### config.mk
export PLATFORM = sky130hd
export DESIGN_NAME = mem_port_arbiter
export DESIGN_NICKNAME = d
export VERILOG_FILES = /design/src/rtl/mem_arb_pkg.sv /design/src/rtl/mem_lat_counter.sv /design/src/rtl/mem_port_arbiter.sv
export SDC_FILE = /design/constraint.sdc
export NUM_CORES = 1
export LEC_CHECK = 0
export CORE_MARGIN = 2
export CORE_UTILIZATION = 35
export CTS_BUF_LIST = sky130_fd_sc_hd__clkbuf_4 sky130_fd_sc_hd__clkbuf_8
export DETAILED_ROUTE_END_ITERATION = 6
export PLACE_DENSITY_LB_ADDON = 0.15
export SYNTH_ARGS = -nofsm -noshare
export SYNTH_HDL_FRONTEND = slang
export SYNTH_SLANG_ARGS = --single-unit
### constraint.sdc
create_clock -name clk -period 1.86 [get_ports clk]
set_input_delay 0.372 -clock clk [delete_from_list [all_inputs] [get_ports clk]]
set_output_delay 0.372 -clock clk [all_outputs]
set_load 0.01 [all_outputs]
### src/rtl/mem_arb_pkg.sv
// mem_arb_pkg: FSM/owner types and default sizing shared by mem_port_arbiter.
// STARVE_MAX_DEF exists only when MEM_ARB_STARVE_GUARD_EN is defined.
package mem_arb_pkg;

  localparam int ADDR_W_DEF  = 32;
  localparam int DATA_W_DEF  = 32;
  localparam int MEM_LAT_DEF = 2;
`ifdef MEM_ARB_STARVE_GUARD_EN
  localparam int STARVE_MAX_DEF = 4;
`endif

  typedef enum logic [1:0] {
    ST_IDLE   = 2'd0,
    ST_ACCESS = 2'd1,
    ST_WAIT   = 2'd2
  } state_e;

  typedef enum logic {
    OWN_IF = 1'b0,
    OWN_D  = 1'b1
  } owner_e;

endpackage

### src/rtl/mem_lat_counter.sv
// mem_lat_counter: loadable down-counter that flags the last cycle of the
// memory latency window (expire when the count reaches 1).
module mem_lat_counter #(
  parameter int MEM_LAT = 2
) (
  input  logic clk,
  input  logic reset,
  input  logic i_load,
  input  logic i_dec,
  output logic o_expire
);

  localparam int CNT_W = $clog2(MEM_LAT + 1);
  localparam logic [CNT_W-1:0] LOAD_VAL = CNT_W'(MEM_LAT);

  logic [CNT_W-1:0] r_cnt;

  always_ff @(posedge clk or negedge reset) begin
    if (!reset) begin
      r_cnt <= '0;
    end else if (i_load) begin
      r_cnt <= LOAD_VAL;
    end else if (i_dec && (r_cnt != '0)) begin
      r_cnt <= r_cnt - 1'b1;
    end
  end

  assign o_expire = (r_cnt == CNT_W'(1));

endmodule

### src/rtl/mem_port_arbiter.sv
// mem_port_arbiter: shares one single-ported memory between fetch and load/store.
// Optional fetch starvation guard enabled by defining MEM_ARB_STARVE_GUARD_EN.
module mem_port_arbiter
  import mem_arb_pkg::*;
#(
  parameter int ADDR_W  = ADDR_W_DEF,
  parameter int DATA_W  = DATA_W_DEF,
  parameter int MEM_LAT = MEM_LAT_DEF
`ifdef MEM_ARB_STARVE_GUARD_EN
  ,
  parameter int STARVE_MAX = STARVE_MAX_DEF
`endif
) (
  input  logic              clk,
  input  logic              reset,
  input  logic              if_req,
  input  logic [ADDR_W-1:0] if_addr,
  output logic              if_gnt,
  output logic              if_rvalid,
  input  logic              d_req,
  input  logic              d_we,
  input  logic [ADDR_W-1:0] d_addr,
  input  logic [DATA_W-1:0] d_wdata,
  output logic              d_gnt,
  output logic              d_rvalid,
  output logic [DATA_W-1:0] rdata,
  output logic              mem_en,
  output logic              mem_we,
  output logic [ADDR_W-1:0] mem_addr,
  output logic [DATA_W-1:0] mem_wdata,
  input  logic [DATA_W-1:0] mem_rdata,
  output logic              busy
);

  state_e r_state;
  state_e w_next_state;
  owner_e r_owner;
  logic   w_expire;
  logic   w_fetch_pri;
  logic   w_d_win;
  logic   w_if_win;

  // Grants are gated by reset so nothing is accepted while it is asserted.
  assign w_d_win  = reset && d_req && !(if_req && w_fetch_pri);
  assign w_if_win = reset && if_req && !w_d_win;

`ifdef MEM_ARB_STARVE_GUARD_EN
  localparam int STARVE_W = $clog2(STARVE_MAX + 1);
  localparam logic [STARVE_W-1:0] STARVE_LIM = STARVE_W'(STARVE_MAX);

  logic [STARVE_W-1:0] r_starve_cnt;

  always_ff @(posedge clk or negedge reset) begin
    if (!reset) begin
      r_starve_cnt <= '0;
    end else if (if_gnt) begin
      r_starve_cnt <= '0;
    end else if (d_gnt && if_req && (r_starve_cnt != STARVE_LIM)) begin
      r_starve_cnt <= r_starve_cnt + 1'b1;
    end
  end

  assign w_fetch_pri = (r_starve_cnt == STARVE_LIM);
`else
  assign w_fetch_pri = 1'b0;
`endif

  always_ff @(posedge clk or negedge reset) begin
    if (!reset) begin
      r_state <= ST_IDLE;
    end else begin
      r_state <= w_next_state;
    end
  end

  always_comb begin
    w_next_state = r_state;
    unique case (r_state)
      ST_IDLE:   if (if_req || d_req) w_next_state = ST_ACCESS;
      ST_ACCESS: w_next_state = ST_WAIT;
      ST_WAIT:   if (w_expire) w_next_state = ST_IDLE;
      default:   w_next_state = ST_IDLE;
    endcase
  end

  always_comb begin
    if_gnt    = 1'b0;
    d_gnt     = 1'b0;
    mem_en    = 1'b0;
    if_rvalid = 1'b0;
    d_rvalid  = 1'b0;
    busy      = (r_state != ST_IDLE);
    unique case (r_state)
      ST_IDLE: begin
        d_gnt  = w_d_win;
        if_gnt = w_if_win;
      end
      ST_ACCESS: mem_en = 1'b1;
      ST_WAIT: begin
        if_rvalid = w_expire && (r_owner == OWN_IF);
        d_rvalid  = w_expire && (r_owner == OWN_D);
      end
      default: ;
    endcase
  end

  // Capture the winner's command; it is held on the port until the next grant.
  always_ff @(posedge clk or negedge reset) begin
    if (!reset) begin
      mem_we    <= 1'b0;
      mem_addr  <= '0;
      mem_wdata <= '0;
      r_owner   <= OWN_IF;
    end else if (d_gnt) begin
      mem_we    <= d_we;
      mem_addr  <= d_addr;
      mem_wdata <= d_wdata;
      r_owner   <= OWN_D;
    end else if (if_gnt) begin
      mem_we    <= 1'b0;
      mem_addr  <= if_addr;
      mem_wdata <= '0;
      r_owner   <= OWN_IF;
    end
  end

  mem_lat_counter #(
    .MEM_LAT (MEM_LAT)
  ) u_lat_cnt (
    .clk      (clk),
    .reset    (reset),
    .i_load   (r_state == ST_ACCESS),
    .i_dec    (r_state == ST_WAIT),
    .o_expire (w_expire)
  );

  assign rdata = mem_rdata;

endmodule

==> results.py <==
metrics = {
    "run": {
        "drv_cap": 0,
    },
    "worst_setup_path": {
        "cp_data_arrival_time_ns": 1.98,
        "critPathCaptureType": "flip-flop",
        "critPathKind": "reg -> reg",
        "cp-start-kind": "flip-flop",
        "path_max_fanout": 33,
        "crit_required_ns": 2.07,
    },
    "clock_network": {
        "htree_num_levels": 3,
        "cts-hold-fix-buffers": 0,
        "cts_tree": "done",
        "cts_buffers": 9,
        "clock_path_buffers": 2,
        "insertion_delay_ns": 0.33,
        "path_clk_slew_ns": 0.08,
        "root_buffer": "clkbuf_8",
        "cts.sinks": 70,
    },
    "placed_design": {
        "dp_hpwl_mm": 6.33,
        "gp_congestion": 0.693,
        "io_buffers": 171,
        "post_dp_cell_area_um2": 4790,
    },
    "sta": {
        "finalCritPeriodShare_pct": 94.9,
        "post-route-min-period_ns": 1.76,
        "holdWs_ns": 0.0690,
        "hold_viol_final": 0,
        "worst_pin_slew_ns": 0.658,
        "slew_headroom_pct": 56.2,
        "rsz0062_at_grt": "false",
        "drv_slew": 0,
        "clock.fmax_mhz": 567,
        "skew_ns": 0.00852,
        "finalSetupViolCount": 0,
    },
    "detailed_routing": {
        "vias_per_cell": 4.98,
        "routed_wl_mm": 8.80,
        "drtAntennaViolNets": 0,
        "drc": 0,
        "num_vias": 2523,
        "first_pass_iters": 4,
        "post_drt_wl_per_cell_um": 17.4,
        "drt_iter0_markers": 95,
    },
    "die": {
        "start_util_pct": 36.1,
        "die_h_um": 98.8,
        "dieArea_um2": 9770,
        "rows": 34,
        "ios": 236,
        "core_um2": 8720,
        "die_w_um": 98.8,
    },
    "logic_synthesis": {
        "synth_seq_area_share_pct": 55.7,
        "syn-cell-area_um2": 3150,
        "synth_cell_types": 26,
        "yosysWarnings": 0,
        "synth_seq_cells": 70,
        "syn_inst": 245,
        "syn_area_per_cell_um2": 12.8,
        "synth.net_count": 380,
    },
    "grt": {
        "grt.overflow.total": 0,
        "grt_pass1_wl_mm": 13.9,
        "grt_pass1_vias": 2607,
        "grt_max_degree": 52,
        "grt_util_all_layers_pct": 17.8,
        "antenna_found_initial": 0,
    },
    "power": {
        "vdd_drop_max_mv": 0.554,
        "p_leak_nw": 2.07,
        "p_per_area_nw_per_um2": 1500,
    },
    "final_layout": {
        "final_nets": 529,
        "n_antenna_cell": 0,
        "area_delta_synth_final_pct": 59.3,
        "multi_input_comb_area_um2": 1040,
        "regArea_um2": 1750,
        "fillerInstances": 743,
        "drive_above_1_share_pct": 16.8,
        "final_area_um2": 5010,
    },
    "status": {
        "status": "finished, final reports clean",
    },
    "hold_path": {
        "hold_class": "in -> async",
    },
}
[routing by layer]
layer | vias to the layer above | global-route usage [%] | part of all wire (%)
met1 | 1219 | 22.4 | 41
met3 | 27 | 4.68 | 7.3
met5 | - | 0 | 0
met4 | 0 | 7.17 | 2.2
li1 | 1167 | - | -
met2 | 110 | 29.3 | 49
[Yosys cell counts]
master / count / area [µm²]
nor3b_2: 1 / 12.5
nor2b_1: 2 / 12.5
o221a_2: 23 / 259
a21o_1: 2 / 15.0
o221a_1: 9 / 101
a22o_1: 35 / 307
ha_1: 2 / 25.0
a21oi_1: 1 / 5.00
or3b_1: 1 / 8.76
or2_4: 1 / 8.76
nand2_1: 1 / 3.75
nand4bb_1: 1 / 11.3
or2_1: 1 / 6.26
nand2b_1: 32 / 200
buf_1: 2 / 7.51
buf_2: 8 / 40.0
and3_1: 1 / 6.26
dfrtp_1: 70 / 1750
and4bb_1: 1 / 12.5
mux2_2: 1 / 11.3
nor2_1: 4 / 15.0
buf_6: 4 / 45.0
buf_4: 32 / 240
clkbuf_1: 4 / 15.0
a22oi_1: 1 / 7.51
inv_1: 5 / 18.8
[final timing paths]
check | endpoint | slack (ns) | cells after the start | start
setup reg to reg | mem_wdata[22] | 0.1 | 5 | r_state[0]
setup / recovery | mem_wdata[22] | 0.1 | 5 | r_state[0]
max in group asynchronous | mem_wdata[30] | 1.24 | 2 | reset
hold / removal | mem_wdata[20] | 0.07 | 3 | reset
min in group clk | r_state[0] | 0.46 | 4 | if_req
hold reg to reg | mem_wdata[13] | 0.51 | 1 | mem_wdata[13]
[stage by stage]
step | std cells | power (W) | setup WS, ns | TNS [ns] | utilization [%]
floorplan | 245 | 0.00425 | 0.197 | 0 | -
global placement | 490 | 0.00614 | -0.361 | -6.37 | 55.0
detailed placement | 490 | 0.00620 | -0.396 | -6.38 | 55.0
CTS | 506 | 0.00759 | 0.00289 | 0 | 57.4
global route | 507 | 0.00793 | 0.0225 | 0 | 57.5
finish | 507 | 0.00750 | 0.0958 | 0 | 57.5
[state kept, by name (all words and copies together), names as in the netlist]
name and flops:
mem_we 1, mem_wdata 32, r_owner 1, mem_addr 32
u_lat_cnt.r_cnt 2, r_state 2
[cells by family (layout without fill, tap and decap cells)]
| group | count (synthesis) | count (layout) | share of synthesized area (%) |
|---|---|---|---|
| mux | 1 | 1 | 0.358 |
| fa+ha+maj | 2 | 2 | 0.795 |
| buf+inv | 55 | 209 | 11.7 |
| compound gates | 71 | 71 | 22.1 |
| flops | 70 | 70 | 55.7 |
| simple gates | 46 | 46 | 9.46 |
[power by group]
| part | internal, W | total [W] | switching, W |
|---|---|---|---|
| registers | 0.00224 | 0.00262 | 0.000374 |
| logic | 0.00220 | 0.00352 | 0.00132 |
| clock network | 0.000787 | 0.00136 | 0.000578 |
[cells in the final DEF, fill, tap and decap left out, types with 4 or more instances in the layout]
| cell type | n |
|---|---|
| a22o_1 | 35 |
| buf_4 | 17 |
| clkbuf_8 | 10 |
| clkdlybuf4s50_1 | 163 |
| dfrtp_1 | 70 |
| inv_1 | 5 |
| nand2b_1 | 32 |
| nor2_1 | 4 |
| o221a_1 | 9 |
| o221a_2 | 23 |
[what timing repair did]
item,in CTS,in global routing
setup buffers,0,1
hold endpoints to repair,0,0
endpoints found under the setup margin,6,5
pin swaps,0,2
resized for setup,11,9
[worst max-delay path, cell delays in order, from the launching register on]
cell and delay [ns]:
dfrtp_1 0.38, buf_4 0.16, or2_4 0.28, or3b_1 0.40
buf_12 0.19, a22o_1 0.25
[area by class of cell]
cell class,count,share of cell area [%]
inverters,5,0.374
flip-flops and latches,70,34.9
multi-input cells,120,20.7
well taps,108,2.70
repair buffers,188,36.8
clock inverters,6,1.70
clock buffers,10,2.75
Note: power is estimated with default switching activity, not from simulation.
